`src/rtl/mem_access_unit.sv`:
```
// Load/store unit between the MEM stage and a word-addressed data memory.
// Sub-word stores are done as read-modify-write, so the memory only sees full-word accesses.
module mem_access_unit #(
  parameter int ADDR_WORDS = 256
) (
  input  logic        Clock,
  input  logic        Reset,
  input  logic        Req_Valid,
  output logic        Req_Ready,
  input  logic        Req_Write,
  input  logic [1:0]  Req_Size,
  input  logic        Req_Unsigned,
  input  logic [31:0] Req_Address,
  input  logic [31:0] Req_Store_Data,
  output logic        Resp_Valid,
  output logic        Resp_Error,
  output logic [31:0] Load_Data,
  output logic [31:0] Mem_Address,
  output logic [31:0] Mem_Write_Data,
  output logic        Mem_MemRead,
  output logic        Mem_MemWrite,
  input  logic [31:0] Mem_Read_Data
);

  typedef enum logic [2:0] {IDLE, LOAD, STORE, RMW_RD, RMW_WR, RESP} state_t;

  localparam logic [1:0] SIZE_BYTE = 2'b00;
  localparam logic [1:0] SIZE_HALF = 2'b01;
  localparam logic [1:0] SIZE_WORD = 2'b10;

  state_t      state_q, state_d;
  logic [1:0]  lane_q, lane_d;
  logic [1:0]  size_q, size_d;
  logic        unsigned_q, unsigned_d;
  logic [31:0] store_data_q, store_data_d;
  logic        ready_q, ready_d;
  logic        resp_valid_q, resp_valid_d;
  logic        resp_error_q, resp_error_d;
  logic [31:0] load_data_q, load_data_d;
  logic [31:0] mem_addr_q, mem_addr_d;
  logic [31:0] mem_wdata_q, mem_wdata_d;
  logic        mem_rd_q, mem_rd_d;
  logic        mem_wr_q, mem_wr_d;

  logic        req_err;
  logic [4:0]  shamt;
  logic [31:0] field_mask;
  logic [31:0] rd_shifted;
  logic [31:0] ext_load;
  logic [31:0] merged;

  assign req_err = (Req_Size == 2'b11)
                || (Req_Size == SIZE_HALF && Req_Address[0])
                || (Req_Size == SIZE_WORD && Req_Address[1:0] != 2'b00)
                || ({2'b00, Req_Address[31:2]} >= 32'(ADDR_WORDS));

  // Little-endian lanes: the latched byte offset selects the field position.
  assign shamt      = {lane_q, 3'b000};
  assign field_mask = (size_q == SIZE_BYTE) ? 32'h0000_00FF : 32'h0000_FFFF;
  assign rd_shifted = Mem_Read_Data >> shamt;
  assign merged     = (Mem_Read_Data & ~(field_mask << shamt))
                    | ((store_data_q & field_mask) << shamt);

  always_comb begin
    case (size_q)
      SIZE_BYTE: ext_load = unsigned_q ? {24'h0, rd_shifted[7:0]}
                                       : {{24{rd_shifted[7]}}, rd_shifted[7:0]};
      SIZE_HALF: ext_load = unsigned_q ? {16'h0, rd_shifted[15:0]}
                                       : {{16{rd_shifted[15]}}, rd_shifted[15:0]};
      default:   ext_load = rd_shifted;
    endcase
  end

  always_comb begin
    // NOTE: every signal gets a default before the case so no path leaves it unassigned (no latches).
    state_d      = state_q;
    lane_d       = lane_q;
    size_d       = size_q;
    unsigned_d   = unsigned_q;
    store_data_d = store_data_q;
    ready_d      = ready_q;
    load_data_d  = load_data_q;
    mem_addr_d   = mem_addr_q;
    mem_wdata_d  = mem_wdata_q;
    resp_valid_d = 1'b0;
    resp_error_d = 1'b0;
    mem_rd_d     = 1'b0;
    mem_wr_d     = 1'b0;

    case (state_q)
      IDLE: begin
        if (Req_Valid) begin
          lane_d       = Req_Address[1:0];
          size_d       = Req_Size;
          unsigned_d   = Req_Unsigned;
          store_data_d = Req_Store_Data;
          mem_addr_d   = {2'b00, Req_Address[31:2]};
          load_data_d  = 32'h0;
          ready_d      = 1'b0;
          if (req_err) begin
            state_d      = RESP;
            resp_valid_d = 1'b1;
            resp_error_d = 1'b1;
          end else if (!Req_Write) begin
            state_d  = LOAD;
            mem_rd_d = 1'b1;
          end else if (Req_Size == SIZE_WORD) begin
            state_d     = STORE;
            mem_wr_d    = 1'b1;
            mem_wdata_d = Req_Store_Data;
          end else begin
            state_d  = RMW_RD;
            mem_rd_d = 1'b1;
          end
        end
      end
      LOAD: begin
        load_data_d  = ext_load;
        state_d      = RESP;
        resp_valid_d = 1'b1;
      end
      STORE, RMW_WR: begin
        state_d      = RESP;
        resp_valid_d = 1'b1;
      end
      RMW_RD: begin
        mem_wdata_d = merged;
        mem_wr_d    = 1'b1;
        state_d     = RMW_WR;
      end
      default: begin
        state_d = IDLE;
        ready_d = 1'b1;
      end
    endcase
  end

  // NOTE: sequential state uses non-blocking assignments so all flops update together at the edge.
  always_ff @(posedge Clock or posedge Reset) begin
    if (Reset) begin
      state_q      <= IDLE;
      lane_q       <= 2'b00;
      size_q       <= 2'b00;
      unsigned_q   <= 1'b0;
      store_data_q <= 32'h0;
      ready_q      <= 1'b1;
      resp_valid_q <= 1'b0;
      resp_error_q <= 1'b0;
      load_data_q  <= 32'h0;
      mem_addr_q   <= 32'h0;
      mem_wdata_q  <= 32'h0;
      mem_rd_q     <= 1'b0;
      mem_wr_q     <= 1'b0;
    end else begin
      state_q      <= state_d;
      lane_q       <= lane_d;
      size_q       <= size_d;
      unsigned_q   <= unsigned_d;
      store_data_q <= store_data_d;
      ready_q      <= ready_d;
      resp_valid_q <= resp_valid_d;
      resp_error_q <= resp_error_d;
      load_data_q  <= load_data_d;
      mem_addr_q   <= mem_addr_d;
      mem_wdata_q  <= mem_wdata_d;
      mem_rd_q     <= mem_rd_d;
      mem_wr_q     <= mem_wr_d;
    end
  end

  assign Req_Ready      = ready_q;
  assign Resp_Valid     = resp_valid_q;
  assign Resp_Error     = resp_error_q;
  assign Load_Data      = load_data_q;
  assign Mem_Address    = mem_addr_q;
  assign Mem_Write_Data = mem_wdata_q;
  assign Mem_MemRead    = mem_rd_q;
  assign Mem_MemWrite   = mem_wr_q;

endmodule

```
`config.mk`:
```
export PLATFORM = sky130hd
export DESIGN_NAME = mem_access_unit
export DESIGN_NICKNAME = d
export VERILOG_FILES = /design/src/rtl/mem_access_unit.sv
export SDC_FILE = /design/constraint.sdc
export NUM_CORES = 1
export LEC_CHECK = 0
export BUFFER_PORTS_ARGS = -buffer_cell sky130_fd_sc_hd__buf_2
export CORE_MARGIN = 5
export CORE_UTILIZATION = 45
export DETAILED_ROUTE_END_ITERATION = 8
export GPL_ROUTABILITY_DRIVEN = 0
export PLACE_DENSITY = 0.79
export SETUP_SLACK_MARGIN = 0.02
export SLEW_MARGIN = 10
export SYNTH_ARGS = -nofsm -noshare
export SYNTH_HDL_FRONTEND = slang
export SYNTH_SLANG_ARGS = --single-unit
```
`constraint.sdc`:
```
create_clock -name Clock -period 3.9 [get_ports Clock]
set_input_delay 0.78 -clock Clock [delete_from_list [all_inputs] [get_ports Clock]]
set_output_delay 0.78 -clock Clock [all_outputs]
set_load 0.03 [all_outputs]
```
==> metrics.cfg, run 1 <==
[status]
status=completed

[cells_and_area]
multi_input_area_um2=3000
drive_gt1_share_pct=36.6
syn2layout_area_growth_pct=26.5
regArea_um2=3080
nFillCells=1194
final_cell_mix=buf_2, nand2_1, dfrtp_1
final_common_cell=buf_2
finalNetCount=937
diodes=0

[die]
rows=43
initial_utilization_pct=45.8
dieArea_um2=16600
core_area_um2=13800
io-pin-count=204
die_x_um=129
die_h_um=129

[grt]
grt_pass1_wl_um=30300
top_usage_layer=met2
grt_use_total_pct=23.8
met3_usage_pct=7.56
overflow=0
antenna_found_initial=2
grt_pass1_vias=5599
grt_max_degree=94
grtUsageMet1_pct=30.1
globalRouteMet2Util_pct=37.9

[synth]
syn-cell-area_um2=6340
muxShareOfSynthArea_pct=17.0
ys_types=39
synth_xor_area_share_pct=0.138
ys_seq_area_share_pct=48.6
synth_top_area_share_pct=48.2
synth_compound_area_share_pct=12.1
syn_inst=653
ys_warn_count=0
yosys.area_share.simple_pct=17.9
synth_fa_ha_area_share_pct=0
syn_avg_cell_area_um2=9.71
ys_ff_latch=123
yosys-top-cells-area=dfrtp_1, nand2_1, mux2_4
yosys.area.top_type=dfrtp_1
synth_top_family_by_area=simple AND/OR/NAND/NOR gates

[detailed_routing]
first_pass_iters=6
routed_wirelength_um=19500
drtIter0Drc=532
antenna_left=0
post_drt_wl_per_cell_um=19.0
via_per_inst=5.47
vias=5611
drcViolationCount=0

[sta]
fin_crit_ps=2470
hold_viol=0
slew_violations=0
fmax_ghz=0.404
slew_headroom_pct=36.7
fin_crit_sh_pct=63.4
tns_ps=0
rsz0062_at_grt=false
fin_skew_ps=8.65
setup_viol=0
tightest_slew_ps=946

[setup_path]
critPathKind=reg2reg
worst_setup_path_start_kind=register
path_max_fanout=27
arrival_ps=2760
required_ps=4190
end_kind=register

[clocking]
cts.clk_slew.worst_paths_ps=50
cts_tree=yes
cts.repair.resized=0
htree_num_levels=4
cts.sink_count=123
postCtsHoldBufs=0
clk_latency_ps=410
cts_setup_buffers=0
root_buffer=clkbuf_16
cts_buffers=17
clockBufferDepth=2

[job]
maxCapViolations=0

[min_path]
hp-class=in2async

[placement]
port_buffers=201
hpwl_um=14400

[power_and_ir_drop]
cellPowerDensity_nw_per_um2=900
fin_total_pwr_mw=7.22
peakVddDrop_mv=0.429
leakage_nw=4.25

==> cell families (layout without fill, tap and decap cells) <==
| group | Yosys count | in the layout |
|---|---|---|
| AO/OA/AOI/OAI | 114 | 114 |
| XOR/XNOR | 1 | 1 |
| buffers and inverters | 52 | 243 |
| flip-flops | 123 | 123 |
| multiplexers | 89 | 89 |
| other | 1 | 2 |
| AND/OR/NAND/NOR | 273 | 273 |
==> power breakdown <==
group          internal, mW  switching (mW)
sequential             1.85           0.475
combinational          1.17            2.05
clock                  1.13           0.544
total                  4.15            3.07
==> path summary, 6_finish.rpt <==
check	depth (start not counted)	from	to	slack [ps]
setup / recovery	6	lane_q[0]	Mem_Write_Data[28]	1430
hold reg to reg	2	Mem_Address[26]	Mem_Address[26]	470
min in group Clock	2	Mem_Address[26]	Mem_Address[26]	470
hold / removal	2	Reset	Mem_Address[22]	460
max in group asynchronous	3	Reset	store_data_q[3]	2510
setup reg to reg	6	lane_q[0]	Mem_Write_Data[28]	1430
==> metal layers <==
layer / share of wire, % / vias up
li1: - / 2602
met1: 40 / 2669
met2: 46 / 287
met3: 10 / 49
met4: 3.1 / 4
met5: 0.14 / -
==> layout make-up <==
class | count | share of cell area, %
Inverter | 5 | 0.281
Sequential cell | 123 | 38.4
Tap cell | 180 | 2.81
Timing Repair Buffer | 208 | 13.4
Clock inverter | 7 | 1.72
Clock buffer | 23 | 6.08
Multi-Input combinational cell | 479 | 37.3
==> state kept, by name (all words and copies together), names as in the netlist <==
register	count
Mem_MemWrite	1
Load_Data	32
Resp_Error	1
store_data_q	16
state_q	3
Resp_Valid	1
Mem_Write_Data	32
size_q	2
Mem_MemRead	1
Mem_Address	30
lane_q	2
unsigned_q	1
Req_Ready	1
==> cells in the mapped netlist (all sizes together) <==
cell / count
mux2: 57
nor2: 32
o21ai: 51
a31o: 1
buf: 26
nor3: 5
inv: 5
dfstp: 1
nor4: 4
or4: 1
and3b: 1
nor2b: 2
o211a: 1
nand2: 201
dfrtp: 122
a221o: 32
and3: 1
nand4: 1
and2: 5
nand3: 18
clkbuf: 21
a21oi: 28
mux2i: 32
nand3b: 1
o21bai: 1
conb: 1
or2: 1
xor2: 1
==> per-stage QoR <==
stage | hold WS [ps] | cells | utilization [%] | worst slack, ps | cell area [um^2]
after floorplan | 460 | 654 | - | 1610 | 6350
after global placement | 454 | 995 | 53.5 | 1110 | 7390
after detailed placement | 458 | 995 | 53.5 | 1080 | 7390
after CTS | 472 | 1025 | 58.0 | 1430 | 8020
after global routing | 494 | 1025 | 58.0 | 1190 | 8020
final | 462 | 1025 | 58.0 | 1430 | 8020
==> worst max-delay path: stages, from the launching register on <==
cell	delay, ps
dfrtp_2	810
buf_4	420
mux2_2	370
nand2_1	90
nor2_1	70
a221o_1	290
mux2_4	280
Power figures use the tool's default switching activity.
==> inputs of run 2 (changes only) <==
Settings changed: ABC_AREA set to 1.
Clock period 3.9 ns to 2.05 ns, I/O delays scaled along.
==> run 2 against run 1 <==
Compared with the run above: hold slack worse by 350 ps; routed wire length up 2.9%; sequential share of layout area down 1.1 points; maximum frequency up 39%; non-clock buffer count up 13; via count up 20%.
==> metrics.cfg, run 2 <==
[status]
status=completed

[sta]
fin_skew_ps=9.25
tns_ps=0
fin_crit_ps=1780
slew_headroom_pct=42.3
slew_violations=0
fmax_ghz=0.562
setup_viol=0
fin_crit_sh_pct=86.7
tightest_slew_ps=864
rsz0062_at_grt=false
hold_viol=0

[detailed_routing]
first_pass_iters=5
drtIter0Drc=544
antenna_left=0
vias=6719
post_drt_wl_per_cell_um=15.3
via_per_inst=5.13
drcViolationCount=0
routed_wirelength_um=20100

[setup_path]
worst_setup_path_start_kind=register
arrival_ps=2090
path_max_fanout=10
regToRegSetupSlack_ps=270
critPathKind=reg2reg
end_kind=register
required_ps=2360

[clocking]
cts.repair.resized=0
clockBufferDepth=2
postCtsHoldBufs=0
root_buffer=clkbuf_16
cts.sink_count=123
cts.clk_slew.worst_paths_ps=60
htree_num_levels=4
cts_tree=yes
cts_setup_buffers=0
clk_latency_ps=420
cts_buffers=17

[job]
maxCapViolations=0

[die]
die_h_um=130
rows=43
io-pin-count=204
core_area_um2=13900
dieArea_um2=16800
die_x_um=130
initial_utilization_pct=46.2

[grt]
grt_pass1_wl_um=32000
overflow=0
grt_pass1_vias=6514
grt_use_total_pct=24.5
grt_max_degree=77
antenna_found_initial=4

[synth]
ys_warn_count=0
yosys-top-cells-area=dfrtp_1, nand2_1, nand3_1
ys_ff_latch=123
yosysMostFrequentCell=nand2_1
syn-cell-area_um2=6430
yosys.area.top_type=dfrtp_1
syn_inst=921
synth_edf_count=0
ys_types=27
ys.flop_type=dfrtp_1
synth_common_cells=nand2_1, dfrtp_1, nor2_1, nand3_1, inv_1
syn_avg_cell_area_um2=6.98
synthArstFlopShare_pct=100
ys_seq_area_share_pct=47.9
synth_top_area_share_pct=47.5

[cells_and_area]
final_common_cell=nand2_1
final_cell_mix=nand2_1, buf_2, dfrtp_1
finalNetCount=1218
syn2layout_area_growth_pct=28.4
drive_gt1_share_pct=24.9

[power_and_ir_drop]
peakVddDrop_mv=0.789
cellPowerDensity_nw_per_um2=1710
leakage_nw=4.75
fin_total_pwr_mw=14.1

[min_path]
hp-class=in2async

[placement]
port_buffers=201
hpwl_um=15000

run 2: kinds of logic after synthesis:
| group | Yosys count | synth area share (%) |
|---|---|---|
| and+or+nand+nor | 593 | 37.0 |
| other | 1 | 0.0583 |
| DFF | 123 | 47.9 |
| AOI/OAI and AO/OA | 100 | 8.33 |
| buffers and inverters | 104 | 6.73 |
run 2: path summary, 6_finish.rpt:
kind,endpoint,cells after the start,start
setup / recovery,Mem_Write_Data[22],7,lane_q[0]
setup reg to reg,Mem_Write_Data[22],7,lane_q[0]
hold reg to reg,Mem_Write_Data[0],2,Mem_Write_Data[0]
max in group asynchronous,Load_Data[5],3,Reset
hold / removal,store_data_q[0],3,Reset
min in group Clock,Mem_Address[4],3,Req_Address[6]
run 2: area by class of cell:
type                       count  area (um^2)
multi-input combinational    695         2930
timing repair buffer         221         1190
sequential                   123         3080
fill                        1286         5680
inverter                      57          218
tap                          180          225
antenna                        1         2.50
clock buffer                  24          492
clock inverter                 8          115
run 2: worst max-delay path, stage by stage (launching register included):
cell and delay [ps]:
dfrtp_1 540, nand2_2 130, o21ai_1 450, nor2_1 120, nor2_1 230, nor2_1 60
nand3_1 80, nand2_1 50
run 2: layer usage:
layer / part of all wire (%) / vias up / GRT usage, % / routed length, um
li1: - / 3255 / - / -
met1: 40 / 3031 / 31.0 / 8000
met2: 46 / 357 / 38.5 / 9300
met3: 9.8 / 70 / 6.97 / 1970
met4: 3.9 / 6 / 12.2 / 782
met5: 0.19 / - / 0 / 39
run 2: metrics by stage:
step	hold slack, ps	setup WS (ps)	util (%)	instance area, um^2	std cells
after floorplan	456	130	-	6440	922
after global placement	450	294	54.9	7650	1276
after detailed placement	456	244	54.9	7650	1276
after CTS	128	322	59.2	8250	1308
after global routing	142	79.2	59.3	8260	1309
final	116	272	59.3	8260	1309
run 2: power by group:
group          leakage (nW)  switching (mW)  total, mW  internal, mW
clock                 0.304            1.05       3.08          2.03
sequential             1.55           0.716       4.23          3.51
combinational          2.89            4.82       6.78          1.96
total                  4.75            6.59       14.1          7.50
==> inputs of run 3 (changes only) <==
Settings changed: CELL_PAD_IN_SITES_DETAIL_PLACEMENT set to 2, CELL_PAD_IN_SITES_GLOBAL_PLACEMENT set to 2, CORE_UTILIZATION 45 to 25, PLACE_DENSITY 0.79 to 0.81.
==> run 3 against run 2 <==
Compared with the run above: flip-flop and latch count stayed put; via count rose by 1.8%; register-to-register slack got worse by 30 ps; die area up 73%; routed wire length rose by 36%; sequential share of layout area down 1.3 points; maximum frequency shrank 1.5%; critical path type unchanged.
==> metrics.cfg, run 3 (synthesis results as in run 2) <==
[clocking]
clockBufferDepth=2
cts_buffers=17
cts_tree=yes
cts_setup_buffers=0
htree_num_levels=4
cts.sink_count=123
clk_latency_ps=440
root_buffer=clkbuf_16
cts.clk_slew.worst_paths_ps=60

[cells_and_area]
syn2layout_area_growth_pct=32.9
final_cell_area_um2=8550
final_common_cell=nand2_1
nFillCells=3073
multi_input_area_um2=2930
drive_gt1_share_pct=25.8
diodes=0
finalNetCount=1228
final_cell_mix=nand2_1, buf_2, dfrtp_1
regArea_um2=3080

[min_path]
holdPathEnd=Mem_Address[6]
hp-class=in2reg
hp-start=Req_Address[8]
hold_depth=3

[detailed_routing]
post_drt_wl_per_cell_um=18.6
drcViolationCount=0
drtIter0Drc=239
antenna_left=0
via_per_inst=4.66
routed_wirelength_um=27300
first_pass_iters=4
vias=6843

[setup_path]
crit_chain=nand2_1 > nor2_4 > buf_12 > inv_2 > nand2_1 > nand2_1 > nand3_1 > nand2_1
critPathMaxStageDelay_ps=450
critPathKind=reg2reg
end_kind=register
rr_startpoint=state_q[0]
arrival_ps=2170
required_ps=2420
regToRegSetupSlack_ps=240
crit_top_cell=nand2_1
cpMaxStageDelayCell=dfrtp_1
worst_setup_path_start_kind=register
r2r-end=Mem_Write_Data[13]
ff2ff_path_depth=8
path_max_fanout=41

[power_and_ir_drop]
cellPowerDensity_nw_per_um2=1730
p_sw_mw=7.14
p_seq_share_pct=28.8
power.internal_mw=7.61
leakage_nw=4.79
netSwitchingFraction_pct=48.4
clockPowerShare_pct=21.8
p_comb_share_pct=49.4
peakVddDrop_mv=0.594

[sta]
rsz0062_at_grt=false
setup_viol=0
fin_crit_sh_pct=88.1
fin_crit_ps=1810
tns_ps=0
hold_viol=0
fmax_ghz=0.554
tightest_slew_ps=528
slew_headroom_pct=64.8
fin_skew_ps=11.8
slew_violations=0

[grt]
grt_use_total_pct=18.9
antenna_found_initial=5
grt_pass1_vias=7880
grt_max_degree=87
grt_pass1_wl_um=42900
overflow=0

[die]
die_x_um=170
initial_utilization_pct=25.5
io-pin-count=204
rows=58
die_h_um=170
core_area_um2=25300
dieArea_um2=29000

[job]
maxCapViolations=0

[placement]
hpwl_um=20700
dpl-instance-area_um2=7920
port_buffers=201

[status]
status=completed

==> run 3: changes by cell type in the layout (fill, tap and decap cells not counted), moves of 2 or more <==
cell,previous run,this run
inv_6,0,2
clkinvlp_4,1,4
clkbuf_1,3,0
buf_4,17,25
clkinv_2,5,2
clkinv_4,0,3
clkbuf_8,4,2
==> run 3: layer usage <==
metal,vias up,share of wire (%),global-route usage (%),wire [um]
met4,10,2.0,5.83,538
li1,3268,-,-,-
met5,-,0.32,0,87
met3,40,6.6,5.46,1800
met1,3351,41,22.1,11200
met2,174,50,33.5,13700
==> run 3: power by group through the flow <==
| stage | logic [mW] | registers [mW] | clock network (mW) |
|---|---|---|---|
| 2_1_floorplan | 3.18 | 5.77 | 0 |
| 3_3_place_gp | 7.08 | 4.25 | 0 |
| 3_5_place_dp | 7.34 | 4.28 | 0 |
| 4_1_cts | 7.41 | 4.27 | 3.30 |
| 5_1_grt | 8.04 | 4.40 | 3.39 |
| 6_report | 7.29 | 4.25 | 3.22 |
==> run 3: cell type report <==
type                       count  share of cell area (%)
tap                          330                    4.83
sequential                   123                    36.0
timing repair buffer         231                    15.0
clock buffer                  19                    5.30
inverter                      57                    2.58
multi-input combinational    695                    34.3
clock inverter                13                    1.95
==> run 3: worst max-delay path, delay by kind of cell (launching register included) <==
family | cells | cell delay, ps
buf+inv | 2 | 570
flops | 1 | 450
simple gates | 6 | 720
==> run 3: through the flow <==
step	utilization, %	setup slack [ps]	total power [mW]	hold slack, ps	std cells
2_1_floorplan	-	130	8.95	456	922
3_3_place_gp	31.3	260	11.3	338	1435
3_5_place_dp	31.3	174	11.6	342	1435
4_1_cts	33.8	146	15.0	168	1468
5_1_grt	33.8	55.2	15.8	184	1468
6_report	33.8	244	14.8	183	1468
==> run 3: how the worst max path moves through the flow <==
stage          depth (start not counted)            endpoint  slack (ps)        from
3_5_place_dp                           6     Mem_Address[11]         170  state_q[2]
6_report                               8  Mem_Write_Data[13]         240  state_q[0]
3_3_place_gp                           6     Mem_Address[11]         260  state_q[2]
4_1_cts                                7       Load_Data[19]         150   lane_q[0]
5_1_grt                                7     store_data_q[0]          60  state_q[2]
2_1_floorplan                          1        Load_Data[0]         130       Reset
==> run 3: timing repair <==
item | in CTS | in global routing
gates resized for setup | 0 | 3
hold buffers | 1 | 0
hold endpoints to repair | 5 | 0
endpoints found under the setup margin | 0 | 3
